==> src/rtl/instr_fetch_unit.sv <==
// rtl/instr_fetch_unit.sv - PC, IF/ID register and RUN/HALT fetch control for the pipelined MIPS core
// Optional macro IFU_STATS_EN adds the fetch_count and stall_count statistics ports.
module instr_fetch_unit #(
  parameter logic [31:0] RESET_PC    = 32'd0,
  parameter logic [31:0] PC_STEP     = 32'd1,
  parameter logic [31:0] NOP_WORD    = 32'd0,
  parameter logic [5:0]  HALT_OPCODE = 6'b111111
) (
  input  logic        clk,
  input  logic        rst,
  input  logic        stall,
  input  logic        flush,
  input  logic        redirect,
  input  logic [31:0] redirect_pc,
  input  logic [31:0] imem_instr,
  output logic [31:0] imem_addr,
  output logic [31:0] pc,
  output logic [31:0] ifid_instr,
  output logic [31:0] ifid_pc_next,
  output logic        ifid_valid,
  output logic        halted
`ifdef IFU_STATS_EN
  ,
  output logic [31:0] fetch_count,
  output logic [31:0] stall_count
`endif
);

  typedef enum logic {RUN, HALT} state_t;

  state_t      state, state_n;
  logic [31:0] pc_n, instr_n, pc_next_n, pc_inc;
  logic        valid_n, bubble;

  assign pc_inc    = pc + PC_STEP;
  assign imem_addr = pc;
  assign halted    = (state == HALT);

  always_ff @(posedge clk or posedge rst) begin
    if (rst) begin
      state        <= RUN;
      pc           <= RESET_PC;
      ifid_instr   <= NOP_WORD;
      ifid_pc_next <= 32'd0;
      ifid_valid   <= 1'b0;
    end else begin
      state        <= state_n;
      pc           <= pc_n;
      ifid_instr   <= instr_n;
      ifid_pc_next <= pc_next_n;
      ifid_valid   <= valid_n;
    end
  end

  always_comb begin
    state_n   = state;
    pc_n      = pc;
    instr_n   = ifid_instr;
    pc_next_n = ifid_pc_next;
    valid_n   = ifid_valid;
    bubble    = 1'b0;
    case (state)
      RUN: begin
        if (redirect) begin
          pc_n   = redirect_pc;
          bubble = 1'b1;
        end else if (stall) begin
          bubble = flush;
        end else if (flush) begin
          pc_n   = pc_inc;
          bubble = 1'b1;
        end else begin
          instr_n   = imem_instr;
          pc_next_n = pc_inc;
          valid_n   = 1'b1;
          // A captured halt freezes the PC on the halt word itself
          if (imem_instr[31:26] == HALT_OPCODE) begin
            state_n = HALT;
          end else begin
            pc_n = pc_inc;
          end
        end
      end
      HALT: begin
        bubble = 1'b1;
        if (redirect) begin
          state_n = RUN;
          pc_n    = redirect_pc;
        end
      end
      default: state_n = RUN;
    endcase
    if (bubble) begin
      instr_n   = NOP_WORD;
      pc_next_n = 32'd0;
      valid_n   = 1'b0;
    end
  end

`ifdef IFU_STATS_EN
  logic stall_edge, fetch_edge;

  assign stall_edge = (state == RUN) && stall && !redirect;
  // A stalled IF/ID keeps its valid bit but is not a new fetch
  assign fetch_edge = valid_n && !stall_edge;

  always_ff @(posedge clk or posedge rst) begin
    if (rst) begin
      fetch_count <= 32'd0;
      stall_count <= 32'd0;
    end else begin
      if (fetch_edge) fetch_count <= fetch_count + 32'd1;
      if (stall_edge) stall_count <= stall_count + 32'd1;
    end
  end
`endif

endmodule

==> config.mk <==
export PLATFORM = sky130hd
export DESIGN_NAME = instr_fetch_unit
export DESIGN_NICKNAME = d
export VERILOG_FILES = /design/src/rtl/instr_fetch_unit.sv
export SDC_FILE = /design/constraint.sdc
export NUM_CORES = 1
export LEC_CHECK = 0
export BUFFER_PORTS_ARGS = -buffer_cell sky130_fd_sc_hd__buf_4
export CAP_MARGIN = 20
export CORE_ASPECT_RATIO = 2
export CORE_UTILIZATION = 31
export CTS_CLUSTER_SIZE = 16
export DETAILED_ROUTE_END_ITERATION = 6
export PLACE_DENSITY_LB_ADDON = 0.1
export SYNTH_ARGS = -nofsm -noshare
export SYNTH_HDL_FRONTEND = slang
export SYNTH_SLANG_ARGS = --single-unit
==> constraint.sdc <==
create_clock -name clk -period 2.81 [get_ports clk]
set_input_delay 0.4215 -clock clk [delete_from_list [all_inputs] [get_ports clk]]
set_output_delay 0.4215 -clock clk [all_outputs]
set_load 0.02 [all_outputs]
==> After elaboration in Yosys (flattened, before gate mapping) <==
Cells that the tools add are included.
{ "totals": {"ram_bits": 0, "mem_bits_ro": 0, "latchBits": 0, "ff_bits": 98, "n_memories": 0, "elab_cells": 48, "input_bits": 69} }
{ "classes": {"n_shift": 0, "addsub": 1, "n_mul": 0, "n_reduce_logical": 2, "div_mod_pow": 0, "magnitude_cmp": 0, "eq_ne": 8, "n_mux": 31, "n_bitwise": 1} }
{ "op_table": {"columns": ["operator", "count"], "rows": [
  ["$mux W32", 15],
  ["$pmux W32 S2", 1],
  ["$add A32 B1 Y32 const B", 1],
  ["$mux W1", 13],
  ["$ne A2 B1 Y1 const B", 4],
  ["$eq A6 B6 Y1 const B", 1],
  ["$ne A4 B4 Y1 const B", 1],
  ["$pmux W1 S2", 2],
  ["$reduce_and A4 Y1", 1],
  ["$ne A3 B3 Y1 const B", 1],
  ["$reduce_and A3 Y1", 1],
  ["$ne A2 B2 Y1 const B", 1],
  ["$not A1 Y1", 1]
]} }

==> Longest topological paths before layout <==
{ "depth": {"word_depth": 6, "depth_mapped": 8, "depth_no_buf": 6} }

==> Worst setup path after synthesis <==
Ideal clock, no wire load.
{ "synth_timing": {"kind": "register -> register", "startpoint": "register pc[0] (netlist: imem_addr[0])", "endpoint": "register pc[26] (netlist: imem_addr[26])", "n_path_buf": 0, "stages_incl_launch_ff": 7, "t_arrival_ns": 2.216, "slack_ns": 0.469, "setup_time_ns": 0.125, "t_required_ns": 2.685, "period_less_slack_ns": 2.341, "path_cell_list": "dfrtp_1 > ha_1 > nand3_2 > nor4_1 > nand4_1 > xnor2_1 > mux2_2"} }
{ "synth_via": {"elab_chain_cells": 6} }
{ "synth_rtl": {"columns": ["element", "line", "rtl"], "rows": [
  ["start: declaration", "17", "output logic [31:0] pc,"],
  ["start signal: assignment", "48", "pc <= pc_n;"],
  ["$add A32 B1 Y32 *", "35", "assign pc_inc = pc + PC_STEP;"],
  ["$mux W32", "77", "if (imem_instr[31:26] == HALT_OPCODE) begin"],
  ["$mux W32 *", "69", "end else if (flush) begin"],
  ["$mux W32 *", "67", "end else if (stall) begin"],
  ["$mux W32 *", "64", "if (redirect) begin"],
  ["$pmux W32 S2 *", "62", "case (state)"]
]} }
Every way passes the cells marked *; elsewhere a longest branch is shown, timed or not. The select of a mux whose other input is x is not followed.
A chain may end at the register's enable or synchronous reset.

==> Worst setup path in the final report <==
{ "layout_timing": {"startpoint": "register pc[6] (netlist: imem_addr[6])", "endpoint": "register pc[29] (netlist: imem_addr[29])"} }
Same word-level chain as after synthesis.

==> summary.txt <==
Clocking
  – CTS max path bufs: 2
  – Clock Sinks: 98
  – Post-CTS Resized: 0
  – Hold-fix buffers, CTS: 0
  – CTS H-tree depth: 3
  – Clock root buffer master: clkbuf_16
  – Reg clk slew, reported paths: 60 ps
  – Post-CTS setup buffers: 0
  – TritonCTS Buffers: 9
  – CTS tree: built
  – Clock latency on the worst-skew pair: 350 ps

Placed design
  – Dpl cell area: 6706 um2
  – IO buf count: 198
  – Gpl congestion: 0.8417
  – Detail Placement HPWL: 12,370 um

GRT
  – Antenna violations before repair: 0
  – Vias in the first global route: 4,635
  – GRT busiest layer: met2
  – Grt total ovfl: 0
  – Met1 Usage GRT: 22.82%
  – Met2 usage: 35.15%
  – Total GRT Usage: 19.82%
  – Met3 Use GR: 3.218%
  – First-pass GRT wire length: 25,590 um
  – Pin count of the biggest net entering global routing: 99

Hold path
  – Min-Delay Path Class: in -> async

Detailed routing
  – Vias per inst: 5.115
  – Detail Route Antenna Nets: 0
  – Via count: 4,639
  – DRC Markers: 0
  – Final WL: 16,910 um
  – 1st-pass router iterations: 4
  – Routed WL per cell: 18.64 um
  – Iter 0 DRT Violations: 188

Setup path
  – CP bufs+invs: 0
  – WP data required: 3040 ps
  – Worst Path Max Fanout: 10
  – R2R Setup Slk: 390 ps
  – Critical Path Source Type: flip-flop
  – Crit path top cell by count: o31a_1
  – Critical path cell sequence: nand4_4 -> nor4_4 -> nand3_2 -> o31a_1 -> o31a_1
  – Reg-to-reg endpoint: imem_addr[29]$_DFFE_PP0P_
  – Worst Setup End Kind: flip-flop
  – Cell family with most CP delay: simple AND/OR/NAND/NOR gates
  – Slowest stage delay, CP: 620 ps
  – Critical path data arrival time: 2650 ps
  – WS Path Type: reg -> reg
  – R2R depth: 5
  – Worst R2R Start: imem_addr[6]$_DFFE_PP0P_
  – Crit path max-delay cell type: nor4_4

Yosys
  – Synth Instances: 542
  – Synthesized area: 5174 um2
  – Syn Nets: 612
  – Flip-flop and latch count after synthesis: 98
  – Largest area contributor in the netlist: dfrtp_1
  – Top cells by instance count after synthesis: dfrtp_1, nor2_1, o21ai_0
  – Most common cell in the netlist: dfrtp_1
  – Synth warn: 0
  – Average size of a mapped cell: 9.546 um2
  – Netlist cell types: 49
  – Number of flops mapped to enable cells by yosys: 0
  – Async SR Flop Fraction: 100.0%
  – Top-area cell type share of the netlist area: 47.40%
  – Largest cells by area after synthesis: dfrtp_1, mux2i_1, nor2_1
  – Ys flop type: dfrtp_1
  – Seq/Total Area, Yosys: 47.40%

Power and ir drop
  – Lkg Pwr: 3.289 nW
  – Sw Pwr: 1.225 mW
  – Reg power frac: 42.4%
  – Pint: 2.672 mW
  – Clock power share: 33.3%
  – Switching Fraction: 31.43%
  – PwrDens: 555.7 nW/um2
  – Comb pwr share: 24.3%
  – VDD IR max: 253.0 uV

Timing
  – Slew HR: 44.38%
  – Period utilisation layout: 86.22%
  – Setup TNS: 0 ps
  – Fmax: 412.8 MHz
  – Final Hold Vio Count: 0
  – RSZ-0062 raised after global routing: false
  – Final worst path period need: 2423 ps
  – Max-slew violations: 0
  – # setup viols final: 0
  – Setup Skew: 12.46 ps
  – Worst-margin pin slew: 829.1 ps

Flow run
  – MaxCap Viol Count: 0

Floorplan
  – Core area: 16,270 um2
  – Chip height: 184.7 um
  – # IOs: 199
  – # rows: 66
  – Die area: 17,240 um2
  – Die width: 93.35 um
  – Initial Utilization: 31.80%

Cells and area
  – Multi-input combinational cell area: 2333 um2
  – Nets@finish: 769
  – Finished Cell Area: 7012 um2
  – Share of cells above drive strength 1: 35.14%
  – Layout area overhead: 35.53%
  – Register area: 2452 um2
  – # diodes: 0
  – Filler cells: 1,582

Status
  – Run status: completed
-- sequential cells by signal, summed over array words and instances, names as in the netlist --
signal	cells
ifid_valid	1
ifid_pc_next	32
imem_addr	32
ifid_instr	32
halted	1
-- tightest hold or removal path, delay by kind of cell --
kind,cells,cell delay [ps]
buffers and inverters,3,600
-- layout make-up --
type                       count  share of cell area [%]
timing repair buffer         215                   23.38
inverter                       6                  0.3747
clock inverter                 2                  0.4996
clock buffer                  13                   3.854
tap                          204                   3.640
sequential                    98                   34.98
multi-input combinational    369                   33.28
-- power by group through the flow --
| stage | clock (mW) | sequential, mW | combinational, mW |
|---|---|---|---|
| 4_1_cts | 1.34 | 1.65 | 0.964 |
| 3_5_place_dp | 0 | 1.68 | 0.961 |
| 5_1_grt | 1.40 | 1.67 | 1.02 |
| 6_report | 1.30 | 1.65 | 0.947 |
| 2_1_floorplan | 0 | 1.75 | 0.496 |
| 3_3_place_gp | 0 | 1.67 | 0.959 |
-- per-stage QoR --
step                      worst slack [ps]  utilization [%]  hold WS, ps  total power, mW  std cells
after detailed placement             393.9            41.22        481.1            2.640        892
final                                387.3            43.10        216.1            3.897        907
after global routing                 253.2            43.10        279.6            4.091        907
after global placement               471.3            41.22        468.4            2.630        892
after floorplan                      469.5                -        538.3            2.245        542
after CTS                            371.7            43.10        258.9            3.961        907
-- worst max path at each step --
stage | from | to | slack [ps] | depth (start not counted)
2_1_floorplan | imem_addr[0]$_DFFE_PP0P_ | imem_addr[26]$_DFFE_PP0P_ | 470 | 6
3_3_place_gp | imem_addr[6]$_DFFE_PP0P_ | imem_addr[29]$_DFFE_PP0P_ | 470 | 5
3_5_place_dp | imem_addr[6]$_DFFE_PP0P_ | imem_addr[29]$_DFFE_PP0P_ | 390 | 5
4_1_cts | imem_addr[6]$_DFFE_PP0P_ | imem_addr[29]$_DFFE_PP0P_ | 370 | 5
5_1_grt | imem_addr[6]$_DFFE_PP0P_ | imem_addr[29]$_DFFE_PP0P_ | 250 | 5
6_report | imem_addr[6]$_DFFE_PP0P_ | imem_addr[29]$_DFFE_PP0P_ | 390 | 5
-- cell families after synthesis --
kind of cell	count (synthesis)	share of synthesized area (%)
multiplexers	35	6.820
buffers and inverters	75	7.956
AO/OA/AOI/OAI	131	15.48
adder cells (fa/ha/maj)	1	0.2418
flip-flops	98	47.40
XOR/XNOR	34	5.756
AND/OR/NAND/NOR	168	16.35
-- routing by layer --
layer,wire [um],vias up
li1,-,2208
met1,6467,2246
met2,9069,162
met3,842,23
met4,530,0
met5,0,-
-- cells in the final DEF, fill, tap and decap left out, types with 2 or more instances in the layout --
master,n
buf_4,213
dfrtp_1,98
nor2_1,68
o21ai_0,40
a21oi_1,39
mux2i_1,33
nand2_1,26
nand3_1,22
xor2_1,18
xnor2_1,16
nand4_1,15
clkbuf_16,9
o22ai_1,8
a31oi_1,7
a22oi_1,7
a2bb2oi_1,6
a211oi_1,5
nor3_1,5
nor4_1,5
and3_1,5
inv_1,4
or4_1,4
or3_1,3
o31a_1,3
clkbuf_8,3
nand3_2,2
or2_2,2
nor2_2,2
nor4_4,2
and2_1,2
o21ba_2,2
o31ai_1,2
o21a_1,2
mux2_2,2
o22a_1,2
o2bb2ai_1,2
buf_12,2
(Power assumes the default switching activity.)
